==> src/rtl/pw_seq_pkg.sv <==
// rtl/pw_seq_pkg.sv - shared constants and FSM state type for the pulse-width sequencer
package pw_seq_pkg;

  localparam int W_BITS_DEF = 13;
  localparam int W_MAX_DEF  = 8191;

  typedef enum logic [2:0] {
    IDLE,
    WAIT_FRAME,
    LOAD,
    WAIT_DONE,
    DONE
  } pw_state_e;

endpackage

==> src/rtl/pw_seq_fifo.sv <==
// rtl/pw_seq_fifo.sv - synchronous command FIFO with registered read data and occupancy level
module pw_seq_fifo
  import pw_seq_pkg::*;
#(
  parameter int WIDTH = W_BITS_DEF,
  parameter int DEPTH = 4
) (
  input  logic                     clk,
  input  logic                     reset_n,
  input  logic                     wr_en,
  input  logic [WIDTH-1:0]         wr_data,
  input  logic                     rd_en,
  output logic [WIDTH-1:0]         rd_data,
  output logic                     full,
  output logic                     empty,
  output logic [$clog2(DEPTH):0]   level
);

  localparam int AW = $clog2(DEPTH);
  localparam int LW = AW + 1;

  logic [WIDTH-1:0] mem [DEPTH];
  logic [AW-1:0]    wr_ptr;
  logic [AW-1:0]    rd_ptr;
  logic [AW-1:0]    rd_ptr_next;
  logic             do_wr;
  logic             do_rd;

  assign full        = (level == LW'(DEPTH));
  assign empty       = (level == '0);
  assign do_wr       = wr_en & ~full;
  assign do_rd       = rd_en & ~empty;
  assign rd_ptr_next = do_rd ? rd_ptr + 1'b1 : rd_ptr;

  always_ff @(posedge clk) begin
    if (do_wr) begin
      mem[wr_ptr] <= wr_data;
    end
  end

  // Head is re-read every cycle, so a word written into an empty FIFO is visible one cycle later.
  always_ff @(posedge clk or negedge reset_n) begin
    if (!reset_n) begin
      wr_ptr  <= '0;
      rd_ptr  <= '0;
      level   <= '0;
      rd_data <= '0;
    end else begin
      if (do_wr) begin
        wr_ptr <= wr_ptr + 1'b1;
      end
      rd_ptr  <= rd_ptr_next;
      rd_data <= mem[rd_ptr_next];
      case ({do_wr, do_rd})
        2'b10:   level <= level + 1'b1;
        2'b01:   level <= level - 1'b1;
        default: level <= level;
      endcase
    end
  end

endmodule

==> src/rtl/pw_width_sequencer.sv <==
// rtl/pw_width_sequencer.sv - frame-aligned pulse-width loader for the W decoder; PW_SEQ_TIMEOUT_EN adds a dec_done timeout
module pw_width_sequencer
  import pw_seq_pkg::*;
#(
  parameter int W_BITS     = W_BITS_DEF,
  parameter int FIFO_DEPTH = 4,
  parameter int W_MIN      = 1,
  parameter int W_MAX      = W_MAX_DEF,
  parameter int RST_CYC    = 2,
  parameter int TIMEOUT    = 256
) (
  input  logic                          clk,
  input  logic                          reset_n,
  input  logic                          s_valid,
  output logic                          s_ready,
  input  logic [W_BITS-1:0]             s_width,
  input  logic                          frame_tick,
  input  logic                          dec_done,
  output logic [W_BITS-1:0]             W,
  output logic                          dec_reset,
  output logic                          loaded,
  output logic                          rejected,
  output logic                          busy,
  output logic [$clog2(FIFO_DEPTH):0]   fifo_level,
  input  logic                          err_clr,
  output logic                          timeout_err
);

  localparam int          RC_W    = $clog2(RST_CYC + 1);
  localparam logic [31:0] W_MIN_L = 32'(W_MIN);
  localparam logic [31:0] W_MAX_L = 32'(W_MAX);

  pw_state_e         state_q;
  pw_state_e         state_d;
  logic              frame_tick_q;
  logic              dec_done_q;
  logic              tick;
  logic              done_rise;
  logic [31:0]       s_width_ext;
  logic              in_range;
  logic              push_hs;
  logic              wr_en;
  logic              rd_en;
  logic              full;
  logic              empty;
  logic [W_BITS-1:0] rd_data;
  logic [RC_W-1:0]   rst_cnt_q;
  logic              rst_last;
  logic              to_expire;

  assign tick        = frame_tick & ~frame_tick_q;
  assign done_rise   = dec_done & ~dec_done_q;
  assign s_ready     = ~full;
  assign push_hs     = s_valid & s_ready;
  assign s_width_ext = 32'(s_width);
  assign in_range    = (s_width_ext >= W_MIN_L) && (s_width_ext <= W_MAX_L);
  assign wr_en       = push_hs & in_range;
  assign rst_last    = (rst_cnt_q == RC_W'(RST_CYC - 1));

  pw_seq_fifo #(
    .WIDTH (W_BITS),
    .DEPTH (FIFO_DEPTH)
  ) u_fifo (
    .clk     (clk),
    .reset_n (reset_n),
    .wr_en   (wr_en),
    .wr_data (s_width),
    .rd_en   (rd_en),
    .rd_data (rd_data),
    .full    (full),
    .empty   (empty),
    .level   (fifo_level)
  );

  always_comb begin
    state_d = state_q;
    rd_en   = 1'b0;
    case (state_q)
      IDLE: begin
        if (!empty) state_d = WAIT_FRAME;
      end
      WAIT_FRAME: begin
        if (tick) begin
          state_d = LOAD;
          rd_en   = 1'b1;
        end
      end
      LOAD: begin
        if (rst_last) state_d = WAIT_DONE;
      end
      WAIT_DONE: begin
        // A completing edge takes precedence over a coincident timeout.
        if (done_rise)      state_d = DONE;
        else if (to_expire) state_d = IDLE;
      end
      DONE: begin
        state_d = empty ? IDLE : WAIT_FRAME;
      end
      default: state_d = IDLE;
    endcase
  end

  // Outputs are registered from the next state so they line up with the state they describe.
  always_ff @(posedge clk or negedge reset_n) begin
    if (!reset_n) begin
      state_q      <= IDLE;
      frame_tick_q <= 1'b0;
      dec_done_q   <= 1'b0;
      rst_cnt_q    <= '0;
      W            <= '0;
      dec_reset    <= 1'b0;
      loaded       <= 1'b0;
      rejected     <= 1'b0;
      busy         <= 1'b0;
    end else begin
      state_q      <= state_d;
      frame_tick_q <= frame_tick;
      dec_done_q   <= dec_done;
      rst_cnt_q    <= (state_q == LOAD) ? rst_cnt_q + 1'b1 : '0;
      if (rd_en) begin
        W <= rd_data;
      end
      dec_reset    <= (state_d == LOAD);
      loaded       <= (state_d == DONE);
      rejected     <= push_hs & ~in_range;
      busy         <= (state_d != IDLE);
    end
  end

`ifdef PW_SEQ_TIMEOUT_EN
  localparam int TW = $clog2(TIMEOUT + 1);

  logic [TW-1:0] to_cnt_q;
  logic          err_q;

  assign to_expire   = (state_q == WAIT_DONE) && (to_cnt_q == TW'(TIMEOUT - 1));
  assign timeout_err = err_q;

  always_ff @(posedge clk or negedge reset_n) begin
    if (!reset_n) begin
      to_cnt_q <= '0;
      err_q    <= 1'b0;
    end else begin
      to_cnt_q <= (state_q == WAIT_DONE) ? to_cnt_q + 1'b1 : '0;
      if (to_expire && !done_rise) begin
        err_q <= 1'b1;
      end else if (err_clr) begin
        err_q <= 1'b0;
      end
    end
  end
`else
  logic [32:0] unused_cfg;

  assign unused_cfg  = {err_clr, 32'(TIMEOUT)};
  assign to_expire   = 1'b0;
  assign timeout_err = 1'b0;
`endif

endmodule

==> config.mk <==
export PLATFORM = sky130hd
export DESIGN_NAME = pw_width_sequencer
export DESIGN_NICKNAME = d
export VERILOG_FILES = /design/src/rtl/pw_seq_pkg.sv /design/src/rtl/pw_seq_fifo.sv /design/src/rtl/pw_width_sequencer.sv
export SDC_FILE = /design/constraint.sdc
export NUM_CORES = 1
export LEC_CHECK = 0
export CORE_AREA = 4 4 171 90
export CTS_CLUSTER_DIAMETER = 200
export DETAILED_ROUTE_END_ITERATION = 10
export DIE_AREA = 0 0 175 94
export SETUP_SLACK_MARGIN = 0.5
export SLEW_MARGIN = 20
export SYNTH_ARGS = -nofsm -noshare
export SYNTH_HDL_FRONTEND = slang
export SYNTH_HIERARCHICAL = 1
export SYNTH_SLANG_ARGS = --single-unit
==> constraint.sdc <==
create_clock -name clk -period 3.3 [get_ports clk]
set_input_delay 0.66 -clock clk [delete_from_list [all_inputs] [get_ports clk]]
set_output_delay 0.66 -clock clk [all_outputs]
set_load 0.03 [all_outputs]
* Word level (Yosys, flattened, before mapping)
Memories as Yosys holds them, arrays and structs flattened. A register that Yosys moved wholly into a read port is not among the register bits.
Index checks and enable logic that the tools add are counted.
W data, S select, Z words.
** Storage, ports and cells
- Register bits after elaboration :: 31
- RAM bits :: 52
- Bits of input ports :: 19
- Output and inout port bits :: 22
- Logic and storage cells :: 61
- Memories :: 1
** Cells by class
- Add/sub/neg operators :: 5
- Magnitude comparators :: 2
- Eq/ne operators :: 10
- Multiplexer cells :: 13
- Bitwise logic cells :: 12
- Reductions and logical operators :: 6
** Memories
- u_fifo.mem :: words 4, width 13, read ports 1, clocked after Yosys merged registers in 1, write ports 1, RTL line pw_seq_fifo.sv:22 : logic [WIDTH-1:0] mem [DEPTH];
** Operator list (count)
- $pmux W3 S5 :: 1
- $ge A13 B1 Y1 const B :: 1
- $le A13 B13 Y1 const B :: 1
- $mux W3 :: 4
- $eq A3 B2 Y1 const B :: 3
- $eq A3 B3 Y1 const B :: 3
- $and A1 B1 Y1 :: 7
- $add A2 B1 Y2 const B :: 3
- $logic_not A3 Y1 :: 2
- $pmux W3 S2 :: 1
- $mux W1 :: 5
- $not A1 Y1 :: 5
- $eq A2 B1 Y1 const B :: 2
- $mux W2 :: 2
- $add A3 B1 Y3 const B :: 1
- $eq A3 B1 Y1 const B :: 1
- $reduce_bool A3 Y1 :: 1
- $sub A3 B1 Y3 const B :: 1
- $eq A2 B2 Y1 const B :: 1
- $reduce_bool A2 Y1 :: 1
- $logic_and A1 B1 Y1 :: 1
- $logic_not A1 Y1 :: 1

* Longest topological paths before layout
- Depth in word-level cells :: 7
- Gate-level depth with buffers :: 12
- Mapped depth without buffers :: 11

* By module
Netlist, hierarchy kept.
** By module, submodules not included
- pw_seq_fifo :: instances 1, cells an instance 176, area each 3209.3 µm²
- pw_width_sequencer :: instances 1, cells an instance 71, area each 1036.0 µm²

* Worst setup path before layout
Ideal clock, no wire load.
- Path type :: input-to-reg
- From :: input frame_tick
- To :: register u_fifo.level[2]
- Setup time :: 0.081 ns
- Data arrival time :: 2.511 ns
- Required time :: 3.219 ns
- Path slack :: 0.708 ns
- Stages :: 12
- Path through :: nand4bb_4 -> nor2_8 -> buf_12 -> o31ai_4 -> inv_1 -> buf_2 -> ha_1 -> inv_1 -> fa_1 -> xor2_1 -> nor2_1 -> xor2_1
** On the way
- Word-level cells in the longest chain between the ends :: 6
- Elaborated cells on any way between the ends :: 8
- Those cells by class :: eq/ne: 2; mux: 3; bitwise: 2; reduce/logical: 1
** RTL lines
- start, declared :: RTL line pw_width_sequencer.sv:17 : input logic frame_tick,
- $and A1 B1 Y1 * :: RTL line pw_width_sequencer.sv:51 : assign tick = frame_tick & ~frame_tick_q;
- $mux W1 * :: RTL line pw_width_sequencer.sv:83 : if (tick) begin
- $mux W1 * :: RTL line pw_width_sequencer.sv:78 : case (state_q)
- via rd_en :: RTL line pw_width_sequencer.sv:43 : logic rd_en;
- $and A1 B1 Y1 * :: RTL line pw_seq_fifo.sv:32 : assign do_rd = rd_en & ~empty;
- $eq A2 B1 Y1 / $eq A2 B2 Y1 (equally long branches) :: RTL line pw_seq_fifo.sv:54 : case ({do_wr, do_rd})
- $pmux W3 S2 / $reduce_bool A2 Y1 (equally long branches)
- end signal, assigned :: RTL line pw_seq_fifo.sv:55 : 2'b10: level <= level + 1'b1;
- end signal, assigned :: RTL line pw_seq_fifo.sv:56 : 2'b01: level <= level - 1'b1;
- end signal, assigned :: RTL line pw_seq_fifo.sv:57 : default: level <= level;
- end, declared :: RTL line pw_seq_fifo.sv:16 : output logic [$clog2(DEPTH):0] level
Mark *: on every way through the listed nets, which the timed path passes. The rest lies on a longest branch.
A chain may end at the register's enable or synchronous reset.

* Final worst setup path
- From :: input s_width[6]
- To :: register u_fifo.level[2]
** On the way
- Word-level cells in the longest chain between the ends :: 6
- Elaborated cells on any way between the ends :: 9
- Those cells by class :: order compare: 2; eq/ne: 2; mux: 1; bitwise: 2; reduce/logical: 2
** RTL lines
- start, declared :: RTL line pw_width_sequencer.sv:16 : input logic [W_BITS-1:0] s_width,
- $ge A13 B1 Y1 / $le A13 B13 Y1 (equally long branches) :: RTL line pw_width_sequencer.sv:56 : assign in_range = (s_width_ext >= W_MIN_L) && (s_width_ext <= W_MAX_L);
- $logic_and A1 B1 Y1 * :: RTL line pw_width_sequencer.sv:56
- $and A1 B1 Y1 * :: RTL line pw_width_sequencer.sv:57 : assign wr_en = push_hs & in_range;
- via wr_en :: RTL line pw_width_sequencer.sv:42 : logic wr_en;
- $and A1 B1 Y1 * :: RTL line pw_seq_fifo.sv:31 : assign do_wr = wr_en & ~full;
- $eq A2 B1 Y1 / $eq A2 B2 Y1 (equally long branches) :: RTL line pw_seq_fifo.sv:54
- $pmux W3 S2 / $reduce_bool A2 Y1 (equally long branches)
Marks and branches as above.

==> impl_metrics.csv <==
group,metric,value,unit
outcome,status,"finished, final reports clean",
cts,cts_num_sinks,96,
yosys,netlist_top_cells_area,"edfxtp_1, dfrtp_1, mux4_1",
place,port_buffers,38,
cts,cts_setup_buffers,0,
cts,cts.path.max_buffers,2,
place,placedCellCount,488,
timing,finClkSkew,0.00990,ns
global_route,gr-usage-met2,13.9,%
detailed_routing,vias_per_cell,4.32,
yosys,syn_avg_cell_area,17.2,µm²
final_layout,seq_area,0.00266,mm²
timing,worst_pin_slew,0.998,ns
pwr,vdd_ir_drop_max,0.309,mV
yosys,ys.flop_type,"edfxtp_1",
cts,cts_buffers,9,
final_layout,multi_input_area,0.00149,mm²
final_layout,utilization,37.6,%
detailed_routing,vias,2175,
detailed_routing,first_pass_iters,4,
cts,cts_tree,"built",
global_route,grt_pass1_wl,12300,µm
timing,max_clock_freq,0.382,GHz
floorplan,initial_core_util,30.2,%
floorplan,fp.dieW,175,µm
timing,slew_viol_final,0,
floorplan,row_count,31,
global_route,grt_max_degree,45,
place,dp_hpwl,5320,µm
yosys,synth_edf_count,52,
yosys,synthDistinctLibCells,38,
yosys,synth-warning-count,6,
yosys,ys_seq_area_share,62.7,%
pwr,fin_total_pwr,4.62,mW
timing,setup_viol,0,
yosys,async_reset_ff_share,45.8,%
global_route,grt_use_total,9.99,%
final_layout,area_delta_synth_final,24.2,%
final_layout,final_cells,504,
global_route,grt_busiest_layer,"met1",
global_route,antenna_found_initial,1,
timing,hold_ws,0.307,ns
global_route,use_met1,14.4,%
worst_setup_path,endpoint_kind,"flip-flop",
floorplan,ioPinCount,41,
floorplan,die_h,94,µm
global_route,grt_pass1_vias,2204,
detailed_routing,drtAntennaViolNets,0,
yosys,syn_inst,247,
detailed_routing,routed_wl,7620,µm
detailed_routing,drtIter0Drc,91,
yosys,syn_area,0.00425,mm²
timing,hold_viol_final,0,
final_layout,antennaDiodeCount,0,
detailed_routing,wl_per_cell,15.1,µm
yosys,yosysTopAreaCell,"edfxtp_1",
hold_path,hold_path_class,"input port to asynchronous set/reset pin",
worst_setup_path,crit_path_start_kind,"input port",
global_route,use_met3,4.30,%
timing,max-slew-margin-rel,33.5,%
pwr,p_leak,2.12,nW
worst_setup_path,crit_type,"input port to flip-flop",
yosys,synth_nets,273,
flow_run,maxCapViolCount,0,
yosys,yosysTopAreaCellShare,36.8,%
final_layout,drive_above_1_share,19.3,%
detailed_routing,drcViolationCount,0,
timing,setup-tns-final,0,ns
worst_setup_path,cp.arrival,2.88,ns
global_route,grt-ovfl-total,0,
floorplan,coreArea,0.0140,mm²
floorplan,design.die.area,0.0165,mm²
pwr,power.density,876,mW/mm²
place,gp_congestion,0.724,
timing,finalCritPeriodShare,79.4,%
timing,rsz0062_at_grt,"false",
worst_setup_path,path_max_fanout,5,
cts,clk_latency,0.34,ns
final_layout,num-fill-cells,1334,
cts,clk_pin_slew,0.07,ns
timing,min_period,2.62,ns
cts,cts_root_buf,"clkbuf_16",
cts,ctsHoldBuffers,0,
worst_setup_path,crit_required,3.56,ns
final_layout,nets,327,
cts,h-tree-depth,3,
yosys,synth-seq-cells,96,
==> sequential cells by signal, summed over array words and instances (netlist names), 2 cells and up <==
name	flops
u_fifo/mem	52
W	13
u_fifo/rd_data	13
state_q	3
u_fifo/level	3
rst_cnt_q	2
u_fifo/rd_ptr	2
u_fifo/wr_ptr	2
==> synth_stat cells, drive strengths merged (3+ instances only) <==
| master | count |
|---|---|
| mux4 | 26 |
| ha | 6 |
| xnor2 | 4 |
| nor2 | 6 |
| inv | 10 |
| nor3b | 3 |
| dfrtp | 44 |
| nor3 | 4 |
| edfxtp | 52 |
| and3 | 3 |
| nand2 | 42 |
| mux2 | 14 |
| buf | 10 |
| and2 | 4 |
==> metrics by stage <==
stage          instance area (µm²)  setup WS [ns]
6_report                      5270          0.681
5_1_grt                       5270          0.516
4_1_cts                       5240          0.511
3_5_place_dp                  4940        -0.0980
3_3_place_gp                  4940        -0.0200
2_1_floorplan                 4250          0.708
==> placed cells by master, fill, tap and decap left out, drive strengths merged, types with 2 or more instances in the layout <==
master          n
nand2          42
and3            3
dlygate4sd2     5
nor4            2
xnor2           4
mux2           14
and2            4
nor3b           3
nor3            4
xor2            2
dfrtp          44
clkbuf         10
edfxtp         52
ha              6
mux2i           2
clkdlybuf4s50  26
mux4           26
buf            16
dlymetal6s2s    6
nor2            6
inv            15
==> metal layers <==
metal  part of all wire [%]  wire length (µm)
met1                     53              4050
met2                     40              3060
met3                    6.0               456
met4                   0.66                50
met5                   0.10                 8
==> path summary, 6_finish.rpt <==
check,startpoint,end,slack (ns),depth (start not counted)
setup / recovery,s_width[6],u_fifo/level[2]$_DFFE_PN0P_,0.68,12
hold / removal,reset_n,W[10]$_DFFE_PN0P_,0.31,1
setup reg to reg,u_fifo/level[0]$_DFFE_PN0P_,u_fifo/level[2]$_DFFE_PN0P_,1.00,11
hold reg to reg,rst_cnt_q[0]$_DFF_PN0_,rst_cnt_q[0]$_DFF_PN0_,0.45,1
max in group asynchronous,reset_n,u_fifo/rd_data[0]$_DFF_PN0_,2.61,1
min in group clk,rst_cnt_q[0]$_DFF_PN0_,rst_cnt_q[0]$_DFF_PN0_,0.45,1
==> layout make-up <==
class	instances	share of cell area (%)
Inverter	10	0.712
Clock inverter	6	0.902
Timing Repair Buffer	53	10.4
Clock buffer	10	4.53
Tap cell	198	4.70
Sequential cell	96	50.5
Multi-Input combinational cell	131	28.3
==> cell families after synthesis <==
logic type,Yosys count,share of synthesized area (%)
compound gates,5,1.15
xor+xnor,6,1.24
fa+ha+maj,7,2.24
buf+inv,20,2.92
flops,96,62.7
mux,42,21.0
other cells,1,0.0883
simple gates,70,8.67
==> report_power, final <==
group / switching (mW) / leakage (nW) / internal (mW)
registers: 0.259 / 1.00 / 1.66
clock network: 0.445 / 0.146 / 0.542
logic: 0.826 / 0.969 / 0.891
total: 1.53 / 2.12 / 3.09
==> critical path, cell delays in order <==
cell and delay, ns:
clkdlybuf4s50_1 0.54, nor2_1 0.13, nand4_1 0.15, and3_1 0.21
nor2b_2 0.15, inv_1 0.07, ha_2 0.17, inv_1 0.05
fa_2 0.33, xor2_1 0.14, nor2_1 0.13, xor2_1 0.15
==> timing repair <==
action	CTS	global route
pin swaps	5	5
resized for setup	8	9
setup endpoints to repair	2	1
hold endpoints to repair	0	0
Note: power is estimated with default switching activity, not from simulation.
